`src/rtl/queue_ticket_issuer_if.sv`:
```
// Customer-side bus of the ticket issuer: button/caller inputs and ticket/queue status outputs.
// ticket_valid qualifies ticket_no; the only back-pressure is print_ack when TICKET_PRINT_ACK_EN is defined.
interface queue_ticket_issuer_if #(
  parameter int NUM_W  = 4,
  parameter int WAIT_W = 4
);
  logic              take_btn;
  logic              serve;
  logic              skip;
  logic              print_ack;
  logic [NUM_W-1:0]  ticket_no;
  logic              ticket_valid;
  logic              rejected;
  logic [WAIT_W-1:0] waiting;
  logic              full;

  modport master (
    output take_btn, serve, skip, print_ack,
    input  ticket_no, ticket_valid, rejected, waiting, full
  );

  modport slave (
    input  take_btn, serve, skip, print_ack,
    output ticket_no, ticket_valid, rejected, waiting, full
  );
endinterface

```
`src/rtl/queue_ticket_issuer.sv`:
```
// Queue ticket issuer: hands out sequential numbers on a button press and counts waiting customers.
// Optional macro TICKET_PRINT_ACK_EN holds each ticket until the printer acknowledges it.
module queue_ticket_issuer #(
  parameter  int NUM_W       = 4,
  parameter  int QUEUE_DEPTH = 15,
  parameter  int START_NO    = 1,
  localparam int WAIT_W      = $clog2(QUEUE_DEPTH + 1)
) (
  input  logic                clk,
  input  logic                rst,
  queue_ticket_issuer_if.slave bus,
  output logic [1:0]          state_dbg_o
);

  typedef enum logic [1:0] {
    IDLE     = 2'd0,
    ISSUE    = 2'd1,
    WAIT_ACK = 2'd2
  } state_e;

  localparam logic [NUM_W-1:0] START_V = NUM_W'(START_NO);
  localparam logic [NUM_W-1:0] RST_NO  = NUM_W'(START_NO - 1);

  state_e            state_q, state_d;
  logic [NUM_W-1:0]  ticket_no_q, ticket_no_d;
  logic [NUM_W-1:0]  next_no_q, next_no_d;
  logic              valid_q, valid_d;
  logic              rej_q, rej_d;
  logic [WAIT_W-1:0] waiting_q, waiting_d;
  logic              take_q;
  logic              take_ev;
  logic              full;
  logic              inc;
  logic [1:0]        dec;
  logic [1:0]        dec_eff;

  assign take_ev = bus.take_btn & ~take_q;
  assign full    = (waiting_q == WAIT_W'(QUEUE_DEPTH));
  assign dec     = {1'b0, bus.serve} + {1'b0, bus.skip};

`ifndef TICKET_PRINT_ACK_EN
  logic unused_print_ack;
  assign unused_print_ack = bus.print_ack;
`endif

  always_comb begin
    state_d     = state_q;
    ticket_no_d = ticket_no_q;
    next_no_d   = next_no_q;
    valid_d     = valid_q;
    rej_d       = 1'b0;
    inc         = 1'b0;
    case (state_q)
`ifdef TICKET_PRINT_ACK_EN
      // Ticket stays presented until the printer takes it; presses meanwhile are dropped.
      ISSUE, WAIT_ACK: begin
        if (bus.print_ack) begin
          valid_d = 1'b0;
          state_d = IDLE;
        end else begin
          state_d = WAIT_ACK;
        end
      end
`endif
      default: begin
        valid_d = 1'b0;
        state_d = IDLE;
        if (take_ev) begin
          if (!full) begin
            ticket_no_d = next_no_q;
            next_no_d   = next_no_q + NUM_W'(1);
            valid_d     = 1'b1;
            inc         = 1'b1;
            state_d     = ISSUE;
          end else begin
            rej_d = 1'b1;
          end
        end
      end
    endcase
  end

  // Serve/skip never take the count below zero; a new ticket is added after the clamp.
  always_comb begin
    dec_eff = dec;
    if (waiting_q == '0) begin
      dec_eff = 2'd0;
    end else if (waiting_q == WAIT_W'(1) && dec == 2'd2) begin
      dec_eff = 2'd1;
    end
    waiting_d = waiting_q - WAIT_W'(dec_eff) + WAIT_W'(inc);
  end

  always_ff @(posedge clk) begin
    if (rst) begin
      state_q     <= IDLE;
      ticket_no_q <= RST_NO;
      next_no_q   <= START_V;
      valid_q     <= 1'b0;
      rej_q       <= 1'b0;
      waiting_q   <= '0;
      take_q      <= 1'b1;
    end else begin
      state_q     <= state_d;
      ticket_no_q <= ticket_no_d;
      next_no_q   <= next_no_d;
      valid_q     <= valid_d;
      rej_q       <= rej_d;
      waiting_q   <= waiting_d;
      take_q      <= bus.take_btn;
    end
  end

  assign bus.ticket_no    = ticket_no_q;
  assign bus.ticket_valid = valid_q;
  assign bus.rejected     = rej_q;
  assign bus.waiting      = waiting_q;
  assign bus.full         = full;
  assign state_dbg_o      = state_q;

endmodule
```
`src/flat_wrapper.sv`:
```
// flat-port wrapper written by rule: the top's interface ports become plain ports
module queue_ticket_issuer_flat 
#(
  parameter  int NUM_W       = 4,
  parameter  int QUEUE_DEPTH = 15,
  parameter  int START_NO    = 1,
  localparam int WAIT_W      = $clog2(QUEUE_DEPTH + 1)
)
  (clk, rst, state_dbg_o, bus_take_btn, bus_serve, bus_skip, bus_print_ack, bus_ticket_no, bus_ticket_valid, bus_rejected, bus_waiting, bus_full);
  queue_ticket_issuer_if #(.NUM_W(NUM_W)) bus_i ();
  input  logic clk;
  input  logic rst;
  output logic [1:0] state_dbg_o;
  input wire logic [$bits(bus_i.take_btn)-1:0] bus_take_btn;
  input wire logic [$bits(bus_i.serve)-1:0] bus_serve;
  input wire logic [$bits(bus_i.skip)-1:0] bus_skip;
  input wire logic [$bits(bus_i.print_ack)-1:0] bus_print_ack;
  output wire logic [$bits(bus_i.ticket_no)-1:0] bus_ticket_no;
  output wire logic [$bits(bus_i.ticket_valid)-1:0] bus_ticket_valid;
  output wire logic [$bits(bus_i.rejected)-1:0] bus_rejected;
  output wire logic [$bits(bus_i.waiting)-1:0] bus_waiting;
  output wire logic [$bits(bus_i.full)-1:0] bus_full;
  assign bus_i.take_btn = bus_take_btn;
  assign bus_i.serve = bus_serve;
  assign bus_i.skip = bus_skip;
  assign bus_i.print_ack = bus_print_ack;
  assign bus_ticket_no = bus_i.ticket_no;
  assign bus_ticket_valid = bus_i.ticket_valid;
  assign bus_rejected = bus_i.rejected;
  assign bus_waiting = bus_i.waiting;
  assign bus_full = bus_i.full;
  queue_ticket_issuer #(.NUM_W(NUM_W), .QUEUE_DEPTH(QUEUE_DEPTH), .START_NO(START_NO)) u_core (.clk(clk), .rst(rst), .bus(bus_i), .state_dbg_o(state_dbg_o));
endmodule
```
`config.mk`:
```
export PLATFORM = sky130hd
export DESIGN_NAME = queue_ticket_issuer_flat
export DESIGN_NICKNAME = d
export VERILOG_FILES = /design/src/rtl/queue_ticket_issuer_if.sv /design/src/rtl/queue_ticket_issuer.sv /design/src/flat_wrapper.sv
export SDC_FILE = /design/constraint.sdc
export NUM_CORES = 1
export LEC_CHECK = 0
export BUFFER_PORTS_ARGS = -buffer_cell sky130_fd_sc_hd__buf_4
export CORE_UTILIZATION = 50
export CTS_CLUSTER_DIAMETER = 50
export CTS_CLUSTER_SIZE = 14
export DETAILED_ROUTE_END_ITERATION = 8
export PLACE_DENSITY_LB_ADDON = 0.08
export SETUP_SLACK_MARGIN = 0.2
export SKIP_LAST_GASP = 1
export SYNTH_ARGS = -nofsm -noshare
export SYNTH_HDL_FRONTEND = slang
export SYNTH_SLANG_ARGS = --single-unit
```
`constraint.sdc`:
```
create_clock -name clk -period 3 [get_ports clk]
set_clock_uncertainty 0.05 [all_clocks]
set_input_delay 0.45 -clock clk [delete_from_list [all_inputs] [get_ports clk]]
set_output_delay 0.45 -clock clk [all_outputs]
set_load 0.005 [all_outputs]
```
=== Yosys cells after proc, flatten, opt, wreduce, memory -nomap -nowiden ===
Cells that the tools add are included.

* Output and inout bits: 13
* Logic and storage cells: 28
* Register bits after elaboration: 17
* Input port bits: 6

* Equal/unequal tests: 3
* Muxes and demuxes: 6
* Reductions and logical operators: 4
* Add/subtract/negate cells: 4
* Bitwise logic cells: 4

{| class="wikitable"
|+ Operators by type and width
! operator !! number
|-
| $add 4x1->4 || 1
|-
| $add 4x1->4 const B || 1
|-
| $eq 4x1->1 const B || 1
|-
| $eq 4x4->1 const B || 1
|-
| $logic_not 4->1 || 1
|-
| $mux 1 || 4
|-
| $mux 2 || 2
|-
| $sub 4x2->4 || 1
|-
| $not 1->1 || 3
|-
| $add 1x1->2 || 1
|-
| $eq 2x2->1 const B || 1
|-
| $reduce_and 2->1 || 1
|-
| $reduce_or 2->1 || 1
|-
| $and 1x1->1 || 1
|-
| $logic_and 1x1->1 || 1
|}

=== Logic depth before layout (Yosys ltp) ===
Gate-level depths: netlist of the first run.

* Depth in word-level cells: 7
* Mapped depth: 10
* Depth with buffers taken out: 10

=== Worst setup path after synthesis of the first run ===
Ideal clock, no wire load.

* Kind: input port to flip-flop
* From: input bus_skip
* To: register u_core.waiting_q[3], in the netlist u_core.bus.waiting[3]
* Setup slack: 0.806 ns
* Arrival time: 2.023 ns
* Library setup time: 0.121 ns
* Buffers on the path: 0
* Data required time: 2.829 ns
* Stages: 9
* Path through: ha_1 a31oi_1 a31oi_1 ha_1 inv_1 ha_1 a21o_1 a21oi_1 mux2_2

* Word-level cells in the longest chain between the ends: 7

{| class="wikitable"
|+ RTL lines
! element !! RTL line !! RTL
|-
| start, declared || flat_wrapper.sv:16 || <nowiki>input wire logic [$bits(bus_i.skip)-1:0] bus_skip;</nowiki>
|-
| $add 1x1->2 (*) || queue_ticket_issuer.sv:39 || <nowiki>assign dec = {1'b0, bus.serve} + {1'b0, bus.skip};</nowiki>
|-
| $eq 2x2->1 || queue_ticket_issuer.sv:88 || <nowiki>end else if (waiting_q == WAIT_W'(1) && dec == 2'd2) begin</nowiki>
|-
| $logic_and 1x1->1 || queue_ticket_issuer.sv:88 ||
|-
| $mux 2 (*) || queue_ticket_issuer.sv:88 ||
|-
| $mux 2 (*) || queue_ticket_issuer.sv:86 || <nowiki>if (waiting_q == '0) begin</nowiki>
|-
| $sub 4x2->4 (*) || queue_ticket_issuer.sv:91 || <nowiki>waiting_d = waiting_q - WAIT_W'(dec_eff) + WAIT_W'(inc);</nowiki>
|-
| $add 4x1->4 (*) || queue_ticket_issuer.sv:91 ||
|-
| end signal, assigned || queue_ticket_issuer.sv:109 || <nowiki>waiting_q <= waiting_d;</nowiki>
|-
| end, declared || queue_ticket_issuer.sv:29 || <nowiki>logic [WAIT_W-1:0] waiting_q, waiting_d;</nowiki>
|}

Mark *: on every way between the ends. The rest lies on a longest branch, timed or not.
A chain may end at the register's enable or synchronous reset.

=== Final worst setup path of the first run ===
* From: register u_core.waiting_q[2], in the netlist u_core.bus.waiting[2]
* To: register u_core.waiting_q[3], in the netlist u_core.bus.waiting[3]

* Word-level cells in the longest chain between the ends: 6
* Elaborated cells on any way between the ends: 10
* Classes of those cells: 2 x add/sub; 2 x eq/ne; 4 x mux; 2 x reduce/logical

{| class="wikitable"
|+ RTL lines
! element !! RTL line
|-
| $eq 4x1->1 || queue_ticket_issuer.sv:88
|-
| $logic_and 1x1->1 || queue_ticket_issuer.sv:88
|-
| $mux 2 || queue_ticket_issuer.sv:88
|-
| $mux 2 || queue_ticket_issuer.sv:86
|-
| $sub 4x2->4 || queue_ticket_issuer.sv:91
|-
| $add 4x1->4 (*) || queue_ticket_issuer.sv:91
|}

Marked as above.

==> impl_metrics.yaml, run 1 <==
global_routing:
  antenna_found_initial: 0
  grt_max_degree: 19
  grt_pass1_wl_um: 2449
  gr-total-overflow: 0
  grtUsageMet3_pct: 7.759
  grtUsageTotal_pct: 18.12
  grt_util_met1_pct: 22.65
  top_usage_layer: "met2"
  grt_pass1_vias: 584
  grt_use_met2_pct: 29.38
critical_path:
  crit_path_start_kind: "flop"
  critPathLaunch: "u_core.bus.waiting[2]"
  r2r_end: "u_core.bus.waiting[3]"
  cp.arrival_ns: 2.42
  r2r-start: "u_core.bus.waiting[2]"
  ff2ff_path_depth: 9
  crit_path_end_kind: "flop"
  critPathKind: "flop to flop"
  crit_end: "u_core.bus.waiting[3]"
  cp_common_cell: "ha_1"
  path_max_fanout: 3
  path_cells: "inv_1, ha_1, nand2_1, o21ai_0, ha_1, ha_1, a21o_1, a21oi_1, mux2_2"
  cp_slowest_cell: "dfxtp_1"
  ff2ff_setup_slack_ns: 0.71
  critPathRequiredTime_ns: 3.13
  cpPeakStageDelay_ns: 0.34
layout:
  fin_nets: 120
  final_util_pct: 63.12
  fill_cells: 140
  multiInputGateArea_um2: 424.2
  n_antenna_cell: 0
  drive_gt1_share_pct: 24.51
  mostFrequentLayoutCells: "buf_4 (16), dfxtp_1 (16), ha_1 (10)"
  fin_cells: 118
  seq_area_um2: 320.3
  area_growth_pct: 18.56
synthesis:
  async_flop_share_pct: 0
  netlist-cell-type-count: 27
  synth_cells: 88
  ys_ff_latch: 16
  yosysSeqAreaShare_pct: 39.94
  syn_avg_cell_area_um2: 9.114
  synth_edf_count: 0
  ys.flop_type: "dfxtp_1"
  syn-num-nets: 105
  synth_warnings: 0
  syn_area_um2: 802.0
timing:
  period_needed_ns: 2.293
  setup_viol: 0
  hold_violations: 0
  max_clock_freq_mhz: 436.1
  rsz0062_at_grt: "false"
  tns_ns: 0
  final.period_utilization_pct: 76.44
  final_max_slew_viol_count: 0
  fin_ws_ns: 0.7068
clock_network:
  cts.hold.buffers_added: 0
  cts_setup_buffers: 0
  post_cts_resized: 0
  worstSkewPairLatency_ns: 0.29
  clock-sinks: 16
  root_buffer: "clkbuf_4"
  cts_tree: "yes"
  clk_path_buf_depth: 2
  htreeDepth: 1
  cts-buffers-inserted: 3
  path_clk_slew_ns: 0.09
routing:
  drcViolationCount: 0
  postRouteAntennaNets: 0
  wl_per_cell_um: 11.36
  drt-vias-per-instance: 5.458
  drtPass1Iterations: 4
  initialDrtViolationCount: 15
  wl_um: 1340
  dr_total_vias: 644
power_and_ir_drop:
  leakagePower_nw: 0.4274
  powerDensity_nw_per_um2: 702.8
  vdd_ir_drop_max_v: 0.0004784
place:
  dp.cells: 114
  gp_congestion: 0.7031
  dp_hpwl_um: 965.4
  preCtsSetupSlack_ns: 0.5767
  numPortBuffers: 16
worst_hold_path:
  hold_path_class: "input pin to flop"
die:
  dieArea_um2: 1768
  io_pins: 19
  start_util_pct: 53.24
  core_um2: 1506
  std_cell_rows: 14
  die_y_um: 42.05
  die_w_um: 42.05
run:
  cap_viol_max_count: 0
status:
  outcome: "finished, final reports clean"
==> area by class of cell <==
cell class | count | area share [%]
Multi-Input combinational cell | 58 | 44.61
Sequential cell | 16 | 33.68
Timing Repair Buffer | 16 | 12.63
Clock buffer | 4 | 3.816
Inverter | 8 | 3.158
Tap cell | 16 | 2.105
==> power breakdown <==
| part | internal [mW] | switching (mW) |
|---|---|---|
| combinational | 0.141 | 0.122 |
| sequential | 0.239 | 0.0259 |
| clock | 0.0739 | 0.0660 |
| total | 0.454 | 0.214 |
==> registers in the layout, indices dropped and copies added (netlist names) <==
name	cells
u_core.bus.waiting	4
u_core.bus.ticket_valid	1
u_core.next_no_q	4
u_core.bus.rejected	1
u_core.bus.ticket_no	4
u_core.state_dbg_o	1
u_core.take_q	1
==> per-stage QoR <==
| step | hold WS, ns | power, mW | instance area (um2) |
|---|---|---|---|
| global route | 0.3054 | 0.7280 | 950.9 |
| finish | 0.3139 | 0.6683 | 950.9 |
| CTS | 0.3105 | 0.6749 | 950.9 |
| detailed placement | 0.4190 | 0.5346 | 914.6 |
| floorplan | 0.4019 | 0.4583 | 802.0 |
| global placement | 0.4130 | 0.5232 | 914.6 |
==> worst max-delay path, delay by kind of cell, from the launching register on <==
family | cells | cell delay [ns]
mux | 1 | 0.34
fa+ha+maj | 3 | 0.80
compound gates | 3 | 0.50
buf+inv | 1 | 0.09
flops | 1 | 0.34
simple gates | 1 | 0.06
==> cell usage after synthesis (all sizes together) (2+ instances only) <==
master / n / area [um2]
a21o: 3 / 22.52
a21oi: 7 / 35.03
a31oi: 2 / 12.51
buf: 2 / 12.51
clkbuf: 4 / 15.01
dfxtp: 16 / 320.3
ha: 10 / 125.1
inv: 8 / 30.03
nand3: 7 / 47.55
nor2: 5 / 18.77
nor2b: 4 / 25.02
nor3: 3 / 15.01
o21ai: 6 / 30.03
==> kinds of logic after synthesis <==
family	synth area share [%]
AND/OR/NAND/NOR	16.23
AO/OA/AOI/OAI	15.60
flip-flops	39.94
buffers and inverters	7.176
adder cells (fa/ha/maj)	18.10
other	0.4676
XOR/XNOR	1.092
multiplexers	1.404
==> worst min path at each step <==
stage               cells past startpoint  slack [ns]               startpoint                 endpoint
floorplan                               2        0.40      u_core.next_no_q[3]  u_core.bus.ticket_no[3]
finish                                  2        0.31             bus_take_btn            u_core.take_q
detailed placement                      2        0.42  u_core.bus.ticket_no[0]  u_core.bus.ticket_no[0]
global placement                        2        0.41  u_core.bus.ticket_no[2]  u_core.bus.ticket_no[2]
CTS                                     2        0.31             bus_take_btn            u_core.take_q
global route                            2        0.31             bus_take_btn            u_core.take_q
==> per-layer routing <==
layer	share of wire, %	up-vias
li1	-	329
met1	48	295
met2	45	20
met3	7.5	0
met4	0	0
met5	0	-
(Power assumes the default switching activity.)
==> inputs of run 2 (changes only) <==
--- a/config.mk
+++ b/config.mk
@@ -5,8 +5,9 @@
 export SDC_FILE = /design/constraint.sdc
 export NUM_CORES = 1
 export LEC_CHECK = 0
+export ABC_AREA = 1
 export BUFFER_PORTS_ARGS = -buffer_cell sky130_fd_sc_hd__buf_4
-export CORE_UTILIZATION = 50
+export CORE_UTILIZATION = 46
 export CTS_CLUSTER_DIAMETER = 50
 export CTS_CLUSTER_SIZE = 14
 export DETAILED_ROUTE_END_ITERATION = 8
==> constraint.sdc (replaced) <==
create_clock -name clk -period 2.1 [get_ports clk]
set_clock_uncertainty 0.05 [all_clocks]
set_input_delay 0.315 -clock clk [delete_from_list [all_inputs] [get_ports clk]]
set_output_delay 0.315 -clock clk [all_outputs]
set_load 0.005 [all_outputs]
==> run 2 against run 1 <==
  * The flow now finishes with violations (design-rule violations)
  * Highest routed layer unchanged
  * Global-route usage shrank 0.67 points
  * Critical path depth grew 2
  * Area after synthesis is the same
  * Register-to-register slack lost 0.56 ns
  * Die area grew 8.3%
  * Synthesized cell count grew 9.1%
  * Clock power grew 11%
  * Critical path type unchanged
  * Non-clock buffer count grew 6
==> impl_metrics.yaml, run 2 <==
power_and_ir_drop:
  switchingPower_mw: 0.3950
  seqPwrFrac_pct: 35.3
  switching_share_pct: 35.76
  leakagePower_nw: 0.5022
  p_int_mw: 0.7097
  power.share.combinational_pct: 50.7
  vdd_ir_drop_max_v: 0.0006917
  powerDensity_nw_per_um2: 1070
  clock_power_share_pct: 14.0
die:
  die_y_um: 43.76
  core_um2: 1559
  dieArea_um2: 1915
  std_cell_rows: 14
  die_w_um: 43.76
  io_pins: 19
  start_util_pct: 51.44
global_routing:
  grt_pass1_vias: 627
  grt_max_degree: 11
  antenna_found_initial: 0
  grtUsageTotal_pct: 17.45
  grt_pass1_wl_um: 2484
  gr-total-overflow: 0
critical_path:
  crit_path_start_kind: "flop"
  cp_common_cell: "inv_1"
  cpPeakStageDelay_ns: 0.51
  crit_path_end_kind: "flop"
  path_cells: "inv_2, ha_4, nand2_2, o21ai_1, nand2_1, ha_1, inv_1, ha_2, fa_2, inv_1, nor2_1"
  critPathKind: "flop to flop"
  critPathRequiredTime_ns: 2.27
  path_max_fanout: 2
  cp.arrival_ns: 2.12
  cp_slowest_cell: "fa_2"
synthesis:
  synth.area.top_cells: "dfxtp_1 (40%), ha_1 (16%), nor2_1 (9.4%)"
  muxShareOfSynthArea_pct: 0
  synth-simple-area-share_pct: 22.00
  synth_top_area_share_pct: 39.94
  netlist-cell-type-count: 26
  synth_warnings: 0
  yosysSeqAreaShare_pct: 39.94
  synth-xor-area-share_pct: 2.184
  syn-num-nets: 113
  syn_area_um2: 802.0
  ys.flop_type: "dfxtp_1"
  ys_ff_latch: 16
  synth_fa_ha_area_share_pct: 18.10
  async_flop_share_pct: 0
  synth_top_family_by_area: "simple AND/OR/NAND/NOR gates"
  synth_edf_count: 0
  synth_most_common_cell: "nor2_1"
  syn_avg_cell_area_um2: 8.354
  synth_top_area_cell: "dfxtp_1"
  synthTopCellsByCount: "nor2_1 (20), dfxtp_1 (16), inv_1 (13)"
  synth_cells: 96
  synth-compound-area-share_pct: 7.488
routing:
  drtPass1Iterations: 5
  wl_um: 1479
  initialDrtViolationCount: 6
  drcViolationCount: 2
  wl_per_cell_um: 11.04
  postRouteAntennaNets: 0
  dr_total_vias: 641
  drt-vias-per-instance: 4.784
timing:
  max_clock_freq_mhz: 512.2
  final.period_utilization_pct: 92.98
  tns_ns: 0
  hold_violations: 0
  final_max_slew_viol_count: 0
  rsz0062_at_grt: "true"
  hold_slack_ns: 0.1822
  setup_viol: 0
  period_needed_ns: 1.953
layout:
  mostFrequentLayoutCell: "buf_4"
  fin_nets: 137
  multiInputGateArea_um2: 445.4
  n_antenna_cell: 0
  mostFrequentLayoutCells: "buf_4 (22), nor2_1 (20), dfxtp_1 (14)"
  area_growth_pct: 28.71
  seq_area_um2: 322.8
  drive_gt1_share_pct: 38.98
  final_cell_area_um2: 1032
  fill_cells: 146
clock_network:
  path_clk_slew_ns: 0.09
  clk_path_buf_depth: 2
  root_buffer: "clkbuf_4"
  htreeDepth: 1
  worstSkewPairLatency_ns: 0.28
  cts_tree: "yes"
  cts-buffers-inserted: 3
  clock-sinks: 16
  cts.hold.buffers_added: 0
run:
  cap_viol_max_count: 0
status:
  violations: "design-rule violations"
  outcome: "complete, but fails checks"
place:
  numPortBuffers: 16
  gp_congestion: 0.7487
  dp_hpwl_um: 1074
  place_area_um2: 957.2
worst_hold_path:
  hold_path_class: "input pin to flop"
-- run 2: cell types whose count changed in the layout (fill, tap and decap cells not counted), sizes merged, moves of 2 or more --
| cell | previous run | this run |
|---|---|---|
| a21o | 3 | 0 |
| nor2b | 4 | 0 |
| a21oi | 7 | 3 |
| nand2 | 1 | 11 |
| inv | 8 | 15 |
| nor2 | 5 | 21 |
| nand4 | 0 | 2 |
| buf | 16 | 22 |
| a31oi | 2 | 0 |
| nor3 | 3 | 0 |
| nand3 | 7 | 3 |
-- run 2: power groups by stage --
| stage | registers (mW) | logic [mW] | clock network, mW |
|---|---|---|---|
| CTS | 0.390 | 0.479 | 0.164 |
| global route | 0.396 | 0.634 | 0.172 |
| floorplan | 0.399 | 0.313 | 0 |
| detailed placement | 0.403 | 0.434 | 0 |
| global placement | 0.401 | 0.420 | 0 |
| finish | 0.390 | 0.560 | 0.155 |
-- run 2: area by class of cell --
| cell class | instances | share of cell area (%) |
|---|---|---|
| Multi-Input combinational cell | 62 | 43.15 |
| Timing Repair Buffer | 22 | 16.00 |
| Inverter | 15 | 5.455 |
| Clock buffer | 3 | 2.182 |
| Sequential cell | 16 | 31.27 |
| Tap cell | 16 | 1.939 |
-- run 2: metrics by stage --
step | util, % | cells | worst slack, ns | power, mW
finish | 66.21 | 134 | 0.1475 | 1.105
global route | 66.21 | 134 | 0.05761 | 1.202
CTS | 64.77 | 134 | 0.1275 | 1.033
detailed placement | 61.40 | 127 | 0.02198 | 0.8370
global placement | 61.40 | 127 | 0.04892 | 0.8216
floorplan | - | 96 | 0.1994 | 0.7112
-- run 2: cells by family (layout without fill, tap and decap cells) --
| kind of cell | count (synthesis) | in the layout |
|---|---|---|
| flops | 16 | 16 |
| xor+xnor | 2 | 2 |
| simple gates | 38 | 38 |
| buf+inv | 18 | 40 |
| fa+ha+maj | 11 | 11 |
| compound gates | 10 | 10 |
| other cells | 1 | 1 |
-- run 2: repair_timing --
action	4_1_cts	5_1_grt
setup endpoints to repair	2	3
pin swaps	3	3
setup buffers	4	0
gates resized for setup	0	5
cloned	0	0
-- run 2: worst paths after layout --
| kind | slack [ns] | to | depth (start not counted) | startpoint |
|---|---|---|---|---|
| worst min-delay path | 0.18 | u_core.take_q | 3 | bus_take_btn |
| worst max register to register | 0.15 | u_core.bus.waiting[1] | 11 | u_core.bus.waiting[2] |
| worst max-delay path | 0.15 | u_core.bus.waiting[1] | 11 | u_core.bus.waiting[2] |
| worst min register to register | 0.44 | u_core.bus.ticket_no[3] | 2 | u_core.bus.ticket_no[3] |
-- run 2: worst max-delay path: cells and delay by family (launching register included) --
family                     cells  cell delay [ns]
adders and majority gates      4             1.08
DFF                            1             0.33
and+or+nand+nor                3             0.18
buffers and inverters          3             0.13
AOI/OAI and AO/OA              1             0.11
-- run 2: layer usage --
metal / share of wire, % / GRT usage (%)
met1: 48 / 21.99
met2: 47 / 30.45
met3: 5.1 / 2.500
met4: 0 / 5.625
met5: 0 / 0
==> inputs of run 3 (changes only) <==
--- a/config.mk
+++ b/config.mk
@@ -12,6 +12,7 @@
 export CTS_CLUSTER_SIZE = 14
 export DETAILED_ROUTE_END_ITERATION = 8
 export PLACE_DENSITY_LB_ADDON = 0.08
+export RECOVER_POWER = 100
 export SETUP_SLACK_MARGIN = 0.2
 export SKIP_LAST_GASP = 1
 export SYNTH_ARGS = -nofsm -noshare
==> run 3 against run 2 <==
  * The flow still finishes with violations (design-rule violations)
  * Highest routed layer unchanged
  * Worst hold slack barely moved
  * Global-route usage did not move
  * Count of clock-buffer cells in the layout unchanged
  * Fmax rose by 0.27%
==> impl_metrics.yaml, run 3 (synthesized netlist as in run 2, its figures left out) <==
routing:
  wl_um: 1458
  dr_total_vias: 643
  initialDrtViolationCount: 4
  postRouteAntennaNets: 0
  drtPass1Iterations: 5
  wl_per_cell_um: 10.88
  drt-vias-per-instance: 4.799
  drcViolationCount: 2
critical_path:
  path_max_fanout: 2
  cp_slowest_cell: "fa_2"
  critPathRequiredTime_ns: 2.27
  critPathKind: "flop to flop"
  cp_common_cell: "inv_1"
  path_cells: "inv_2, ha_4, nand2_2, o21ai_1, nand2_1, ha_1, inv_1, ha_2, fa_2, inv_1, nor2_1"
  cpPeakStageDelay_ns: 0.51
  cp.arrival_ns: 2.12
  crit_path_end_kind: "flop"
  crit_path_start_kind: "flop"
timing:
  final.period_utilization_pct: 92.73
  tns_ns: 0
  hold_violations: 0
  period_needed_ns: 1.947
  max_clock_freq_mhz: 513.5
  rsz0062_at_grt: "true"
  setup_viol: 0
  final_max_slew_viol_count: 0
  fin_ws_ns: 0.1527
status:
  violations: "design-rule violations"
  outcome: "complete, but fails checks"
layout:
  fin_nets: 137
  drive_gt1_share_pct: 30.51
  mostFrequentLayoutCells: "nor2_1 (20), dfxtp_1 (16), clkbuf_4 (13)"
  mostFrequentLayoutCell: "nor2_1"
  final_util_pct: 64.04
  multiInputGateArea_um2: 421.7
  final_cell_area_um2: 998.5
  n_antenna_cell: 0
  seq_area_um2: 320.3
  area_growth_pct: 24.49
  fill_cells: 155
power_and_ir_drop:
  vdd_ir_drop_max_v: 0.0006524
  leakagePower_nw: 0.4827
  switching_share_pct: 35.63
  clock_power_share_pct: 14.9
  power_mw: 1.038
  switchingPower_mw: 0.3700
  powerDensity_nw_per_um2: 1040
  p_int_mw: 0.6684
  seqPwrFrac_pct: 36.9
  power.share.combinational_pct: 48.2
die:
  die_w_um: 43.76
  die_y_um: 43.76
  io_pins: 19
  core_um2: 1559
  std_cell_rows: 14
  dieArea_um2: 1915
  start_util_pct: 51.44
global_routing:
  grt_pass1_wl_um: 2484
  gr-total-overflow: 0
  grt_max_degree: 11
  grtUsageTotal_pct: 17.45
  grt_pass1_vias: 627
  antenna_found_initial: 0
clock_network:
  cts-buffers-inserted: 3
  htreeDepth: 1
  cts.hold.buffers_added: 0
  clock-sinks: 16
  cts_tree: "yes"
  clk_path_buf_depth: 2
  root_buffer: "clkbuf_4"
  worstSkewPairLatency_ns: 0.28
  path_clk_slew_ns: 0.09
place:
  gp_congestion: 0.7487
  numPortBuffers: 16
  preCtsSetupSlack_ns: 0.02198
  dp_hpwl_um: 1074
  place_area_um2: 957.2
worst_hold_path:
  hold_path_class: "input pin to flop"
run:
  cap_viol_max_count: 0
==> run 3: path summary, 6_finish.rpt <==
check                           cells past startpoint  slack (ns)                     from                      end
worst max-delay path                               11        0.15    u_core.bus.waiting[2]    u_core.bus.waiting[1]
worst min-delay path                                3        0.18             bus_take_btn            u_core.take_q
worst max register to register                     11        0.15    u_core.bus.waiting[2]    u_core.bus.waiting[1]
worst min register to register                      2        0.44  u_core.bus.ticket_no[3]  u_core.bus.ticket_no[3]
==> run 3: routing by layer <==
metal | part of all wire [%] | up-vias | global-route usage (%)
met5 | 0 | - | 0
met4 | 0 | 0 | 5.625
met3 | 4.9 | 0 | 2.500
met2 | 48 | 18 | 30.45
met1 | 47 | 283 | 21.99
li1 | - | 342 | -
==> run 3: power groups by stage <==
stage / Combinational, mW / Clock [mW] / Sequential, mW
floorplan: 0.313 / 0 / 0.399
global placement: 0.420 / 0 / 0.401
detailed placement: 0.434 / 0 / 0.403
CTS: 0.479 / 0.164 / 0.390
global route: 0.578 / 0.172 / 0.389
finish: 0.501 / 0.155 / 0.383
==> run 3: worst max-delay path: cells and delay by family (launching register included) <==
kind                     cells  cell delay (ns)
AO/OA/AOI/OAI                1             0.11
adder cells (fa/ha/maj)      4             1.08
buffers and inverters        3             0.14
flip-flops                   1             0.33
AND/OR/NAND/NOR              3             0.18
==> run 3: repair_timing <==
action	in CTS	in global routing
gates cloned	0	0
setup buffers	4	0
pin swaps	3	3
setup endpoints to repair	2	3
resized for setup	0	5
==> run 3: layout make-up <==
class / count / share of cell area [%]
Multi-Input combinational cell: 62 / 42.23
Sequential cell: 16 / 32.08
Timing Repair Buffer: 22 / 15.79
Inverter: 15 / 5.639
Clock buffer: 3 / 2.256
Tap cell: 16 / 2.005
==> run 3: through the flow <==
step           cells  hold WS [ns]
2_1_floorplan     96        0.3676
3_3_place_gp     127        0.4159
3_5_place_dp     127        0.4251
4_1_cts          134        0.1703
5_1_grt          134        0.1915
6_report         134        0.1820
